## src/rtl/alu_issue_unit.sv

```systemverilog
// ---------------------------------------------------------------------------
// alu_issue_unit
//   Issue/writeback stage around a one-cycle-latency ALU. It accepts one
//   instruction at a time and reads operands from a 16 x 32 register file.
//   It drives the ALU inputs and writes the ALU result back. Load-immediate
//   (funct 0) bypasses the ALU. Function codes 10-15 set a sticky error flag.
//
// Ports
//   clk, rst        clock, asynchronous active-high reset
//   instr_valid     instruction word present
//   instr[31:0]     {funct, rd, rs, rt, shamt/imm}
//   instr_ready     block is idle and can accept an instruction
//   alu_a/b[31:0]   ALU operands
//   alu_shamt[4:0]  ALU shift amount
//   alu_funct[3:0]  ALU function code
//   alu_res[31:0]   ALU result (registered inside the ALU)
//   wb_valid        one-cycle pulse per register writeback
//   wb_addr[3:0]    destination of that writeback
//   wb_data[31:0]   value written
//   err             sticky illegal-funct flag
//   dbg_addr[3:0]   debug read address
//   dbg_data[31:0]  combinational read of R[dbg_addr]
// ---------------------------------------------------------------------------
module alu_issue_unit (
  input  logic        clk,
  input  logic        rst,
  input  logic        instr_valid,
  input  logic [31:0] instr,
  output logic        instr_ready,
  output logic [31:0] alu_a,
  output logic [31:0] alu_b,
  output logic [4:0]  alu_shamt,
  output logic [3:0]  alu_funct,
  input  logic [31:0] alu_res,
  output logic        wb_valid,
  output logic [3:0]  wb_addr,
  output logic [31:0] wb_data,
  output logic        err,
  input  logic [3:0]  dbg_addr,
  output logic [31:0] dbg_data
);

  typedef enum logic [1:0] {
    S_IDLE = 2'd0,
    S_EXEC = 2'd1,
    S_WB   = 2'd2,
    S_LDI  = 2'd3
  } state_t;

  state_t      state_q, state_d;
  logic [3:0]  rd_q, rd_d;
  logic [31:0] imm_q, imm_d;
  logic [31:0] alu_a_q, alu_a_d;
  logic [31:0] alu_b_q, alu_b_d;
  logic [4:0]  alu_shamt_q, alu_shamt_d;
  logic [3:0]  alu_funct_q, alu_funct_d;
  logic        wb_valid_q, wb_valid_d;
  logic [3:0]  wb_addr_q, wb_addr_d;
  logic [31:0] wb_data_q, wb_data_d;
  logic        err_q, err_d;

  logic        rf_we;
  logic [31:0] rf_wdata;
  logic [31:0] rf [16];

  // Instruction fields
  logic [3:0]  in_funct;
  logic [3:0]  in_rd;
  logic [3:0]  in_rs;
  logic [3:0]  in_rt;
  logic [4:0]  in_shamt;
  logic [15:0] in_imm;

  assign in_funct = instr[31:28];
  assign in_rd    = instr[27:24];
  assign in_rs    = instr[23:20];
  assign in_rt    = instr[19:16];
  assign in_shamt = instr[15:11];
  assign in_imm   = instr[15:0];

  // Register file. R0 is hard-wired to zero, so only R1-R15 hold state.
  // Flops rather than RAM: every entry must clear on reset.
  generate
    for (genvar gi = 0; gi < 16; gi++) begin : g_rf
      if (gi == 0) begin : g_zero
        assign rf[gi] = '0;
      end else begin : g_reg
        logic [31:0] r_q;
        always_ff @(posedge clk or posedge rst) begin
          if (rst) begin
            r_q <= '0;
          end else if (rf_we && (rd_q == 4'(gi))) begin
            r_q <= rf_wdata;
          end
        end
        assign rf[gi] = r_q;
      end
    end
  endgenerate

  always_comb begin
    state_d     = state_q;
    rd_d        = rd_q;
    imm_d       = imm_q;
    alu_a_d     = alu_a_q;
    alu_b_d     = alu_b_q;
    alu_shamt_d = alu_shamt_q;
    alu_funct_d = alu_funct_q;
    wb_valid_d  = 1'b0;
    wb_addr_d   = wb_addr_q;
    wb_data_d   = wb_data_q;
    err_d       = err_q;
    rf_we       = 1'b0;
    rf_wdata    = alu_res;

    unique case (state_q)
      S_IDLE: begin
        if (instr_valid) begin
          if (in_funct == 4'd0) begin
            rd_d    = in_rd;
            imm_d   = {{16{in_imm[15]}}, in_imm};
            state_d = S_LDI;
          end else if (in_funct <= 4'd9) begin
            alu_a_d     = rf[in_rs];
            alu_b_d     = rf[in_rt];
            alu_shamt_d = in_shamt;
            alu_funct_d = in_funct;
            rd_d        = in_rd;
            state_d     = S_EXEC;
          end else begin
            // Illegal code: flag it and stay ready; ALU inputs untouched.
            err_d = 1'b1;
          end
        end
      end
      // The ALU registers its result on the EXEC->WB edge.
      S_EXEC: state_d = S_WB;
      S_WB: begin
        rf_we      = 1'b1;
        rf_wdata   = alu_res;
        wb_valid_d = 1'b1;
        wb_addr_d  = rd_q;
        wb_data_d  = alu_res;
        state_d    = S_IDLE;
      end
      S_LDI: begin
        rf_we      = 1'b1;
        rf_wdata   = imm_q;
        wb_valid_d = 1'b1;
        wb_addr_d  = rd_q;
        wb_data_d  = imm_q;
        state_d    = S_IDLE;
      end
      default: state_d = S_IDLE;
    endcase
  end

  always_ff @(posedge clk or posedge rst) begin
    if (rst) begin
      state_q     <= S_IDLE;
      rd_q        <= '0;
      imm_q       <= '0;
      alu_a_q     <= '0;
      alu_b_q     <= '0;
      alu_shamt_q <= '0;
      alu_funct_q <= '0;
      wb_valid_q  <= 1'b0;
      wb_addr_q   <= '0;
      wb_data_q   <= '0;
      err_q       <= 1'b0;
    end else begin
      state_q     <= state_d;
      rd_q        <= rd_d;
      imm_q       <= imm_d;
      alu_a_q     <= alu_a_d;
      alu_b_q     <= alu_b_d;
      alu_shamt_q <= alu_shamt_d;
      alu_funct_q <= alu_funct_d;
      wb_valid_q  <= wb_valid_d;
      wb_addr_q   <= wb_addr_d;
      wb_data_q   <= wb_data_d;
      err_q       <= err_d;
    end
  end

  assign instr_ready = (state_q == S_IDLE);
  assign alu_a       = alu_a_q;
  assign alu_b       = alu_b_q;
  assign alu_shamt   = alu_shamt_q;
  assign alu_funct   = alu_funct_q;
  assign wb_valid    = wb_valid_q;
  assign wb_addr     = wb_addr_q;
  assign wb_data     = wb_data_q;
  assign err         = err_q;
  assign dbg_data    = rf[dbg_addr];

endmodule

```

## config.mk

```make
export PLATFORM = sky130hd
export DESIGN_NAME = alu_issue_unit
export DESIGN_NICKNAME = d
export VERILOG_FILES = /design/src/rtl/alu_issue_unit.sv
export SDC_FILE = /design/constraint.sdc
export NUM_CORES = 2
export LEC_CHECK = 0
export ABC_AREA = 1
export BUFFER_PORTS_ARGS = -buffer_cell sky130_fd_sc_hd__buf_2
export CAP_MARGIN = 25
export CELL_PAD_IN_SITES_DETAIL_PLACEMENT = 0
export CELL_PAD_IN_SITES_GLOBAL_PLACEMENT = 2
export CORE_UTILIZATION = 37
export CTS_CLUSTER_DIAMETER = 100
export DETAILED_ROUTE_END_ITERATION = 8
export PLACE_DENSITY_LB_ADDON = 0.12
export RECOVER_POWER = 100
export SLEW_MARGIN = 20
export SYNTH_ARGS = -nofsm -noshare
export SYNTH_HDL_FRONTEND = slang
export SYNTH_SLANG_ARGS = --single-unit
export TNS_END_PERCENT = 50
```

## constraint.sdc

```tcl
create_clock -name clk -period 49.7 [get_ports clk]
set_input_delay 4.97 -clock clk [delete_from_list [all_inputs] [get_ports clk]]
set_output_delay 4.97 -clock clk [all_outputs]
set_load 0.01 [all_outputs]
```

==> run metrics <==
outcome finished, violations left; violated checks max-capacitance violations, max-slew violations; critical path class primary input to async pin; Filler cells 10527; largest net degree at the start of global routing 197; drt initial violations 3979; setup TNS 0 ns; actual slew at the worst max-slew pin 8.23 ns; Worst Slack Setup Final 29.63 ns; gate count after technology mapping 5535; GRT Util Overall 33.9%; worst vdd ir 28.8 uV; Logic pwr share 33.1%; Routed WL 171000 um; Setup crit start kind primary input; final slew viol count 1364; Avg Vias per Cell 5.58; gpl congestion 0.821; CTS Sinks 613; die area 0.100 mm2; clock-pin slew on the worst setup and hold paths 0.05 ns; footprint of the multi-input gates 0.0178 mm2; final instance area 0.0405 mm2; CP max FO 138; Crit. End Element async pin; NetSw 863 uW; cell row count 115; pre-CTS setup slack 37.09 ns; Die X 317 um; synthesized area 0.0366 mm2; Die Span Y 317 um; H-tree depth 3; CTS tree yes; Clock Latency Late Sink 0.67 ns; Synth cell types 23; Root Driver clkbuf_16; Avg Inst Size Synth 6.62 um2; post-DP HPWL 95900 um; Slew headroom -449%; n_diodes 0; Sequential Area 0.0153 mm2; IO Pins 215; WP data required 48.56 ns; Post-CTS Resized 0; Tcrit/Tclk final 40.4%; final critical-path required period 20.07 ns; remaining antenna violation count 0; vias in the first global route 35986; share of layout cells above drive strength 1 5.08%; Synth Area in XOR/XNOR 0%; setup bufs post-CTS 0; Lkg Pwr 19.4 nW; Layout Nets 5539; initial core utilization 37.3%; worst-case clock buffer depth 3; total gr overflow 0; sequential element share of the synthesized area 41.9%; Synth Area in Compound Gates 14.4%; largest family of logic cells by synthesized area simple AND/OR/NAND/NOR gates; TritonCTS buffer count 79; Hold Vio Cnt, Final 0; unrepaired setup endpoints after global routing false; IO Port Bufs 214; # hold bufs at CTS 0; Arr. time, crit path 18.93 ns; Routed WL per cell 25.1 um; P&R area growth vs syn 10.6%; Pre-antenna DRT Iters 7; Net Sw Frac 40.1%; Max Cap Viol 26; Core Box Area 0.0983 mm2; adder-cell share of the synthesized area 0%; mux contribution to synthesized area 0%; pwr dens 53.1 mW/mm2; FMAX 49.8 MHz; final setup fails 0; simple-gate share of the synthesized area 33.9%; Net Count, Synth 5606; clock network fraction of total power 27.1%; placed cell areas 0.0383 mm2; Internal 1.29 mW; Ys Warns 0; Sequential Power Share 39.8%; first-pass GRT wire length 250000 um; DRC viols 0; hold crit path type register to register; antenna violations before repair 5; commonest non-fill, non-tap cells in the layout 1982 x nand2_1, 913 x nand3_1, 687 x o21ai_0, 613 x dfrtp_1, 450 x inv_1; via count 38009; Max Clock Skew 0.0253 ns; most common cell after layout, fill and taps aside nand2_1; synthesized flop and latch total 613
[metrics by stage]
stage          instances  utilization [%]  power (mW)  hold slack, ns
2_1_floorplan       5535                -        1.33           0.453
3_3_place_gp        6664             38.9        1.57           0.458
3_5_place_dp        6668             39.0        1.57           0.453
4_1_cts             6811             41.6        2.16           0.467
5_1_grt             6817             41.2        2.31           0.495
6_report            6817             41.2        2.15           0.466
[state kept, by name, summed over array words and instances (netlist names)]
register        count
alu_a              32
alu_b              32
alu_funct           4
alu_shamt           5
err                 1
g_rf.g_reg.r_q    480
imm_q              16
rd_q                4
state_q             2
wb_addr             4
wb_data            32
wb_valid            1
[cells by family after synthesis]
group | after synthesis
AO/OA/AOI/OAI | 1025
buffers and inverters | 911
flip-flops | 613
AND/OR/NAND/NOR | 2986
[critical path, cell delays in order]
cell	delay [ns]
buf_2	0.10
clkinvlp_2	1.94
clkbuf_1	5.82
clkbuf_1	5.82
[cell type report]
| type | count | share of cell area [%] |
|---|---|---|
| clock inverter | 21 | 0.420 |
| timing repair buffer | 295 | 3.67 |
| tap | 1287 | 3.97 |
| inverter | 468 | 4.40 |
| multi-input combinational | 4011 | 43.8 |
| clock buffer | 122 | 5.87 |
| sequential | 613 | 37.8 |
[worst paths after layout]
path	start	cells after the start	to	slack (ns)
setup / recovery	rst	4	g_rf[13].g_reg.r_q[4]	29.63
hold / removal	err	1	err	0.47
setup reg to reg	state_q[1]	7	g_rf[12].g_reg.r_q[23]	41.82
hold reg to reg	err	1	err	0.47
max in group clk	instr[20]	11	alu_a[15]	32.73
min in group asynchronous	rst	2	wb_data[25]	5.32
[synth_stat cells]
master	number	area [um2]
a21oi_1	242	1210
a31o_2	1	8.76
a31oi_1	60	375
buf_1	66	248
buf_2	92	460
buf_4	1	7.51
buf_6	5	56.3
clkbuf_1	279	1050
clkinv_1	3	11.3
dfrtp_1	613	15300
inv_1	451	1690
inv_2	14	52.6
nand2_1	1983	7440
nand2_2	3	18.8
nand3_1	913	4570
nand3_2	1	10.0
nor2_1	73	274
nor2_2	7	43.8
nor2_4	5	56.3
nor3_4	1	16.3
o211ai_1	32	240
o21ai_0	626	3130
o21ai_1	64	320
[power by group through the flow]
stage	Sequential, mW	Clock, mW	Combinational (mW)
after floorplan	0.838	0	0.497
after global placement	0.858	0	0.710
after detailed placement	0.857	0	0.715
after CTS	0.852	0.591	0.718
after global routing	0.885	0.610	0.816
final	0.857	0.583	0.712
[per-layer routing]
layer / global-route usage (%) / wire length, um
met1: 48.5 / 76100
met2: 50.8 / 72800
met3: 8.16 / 17400
met4: 8.91 / 4500
met5: 0 / 41
No activity file was read; power rests on OpenSTA's default activity.
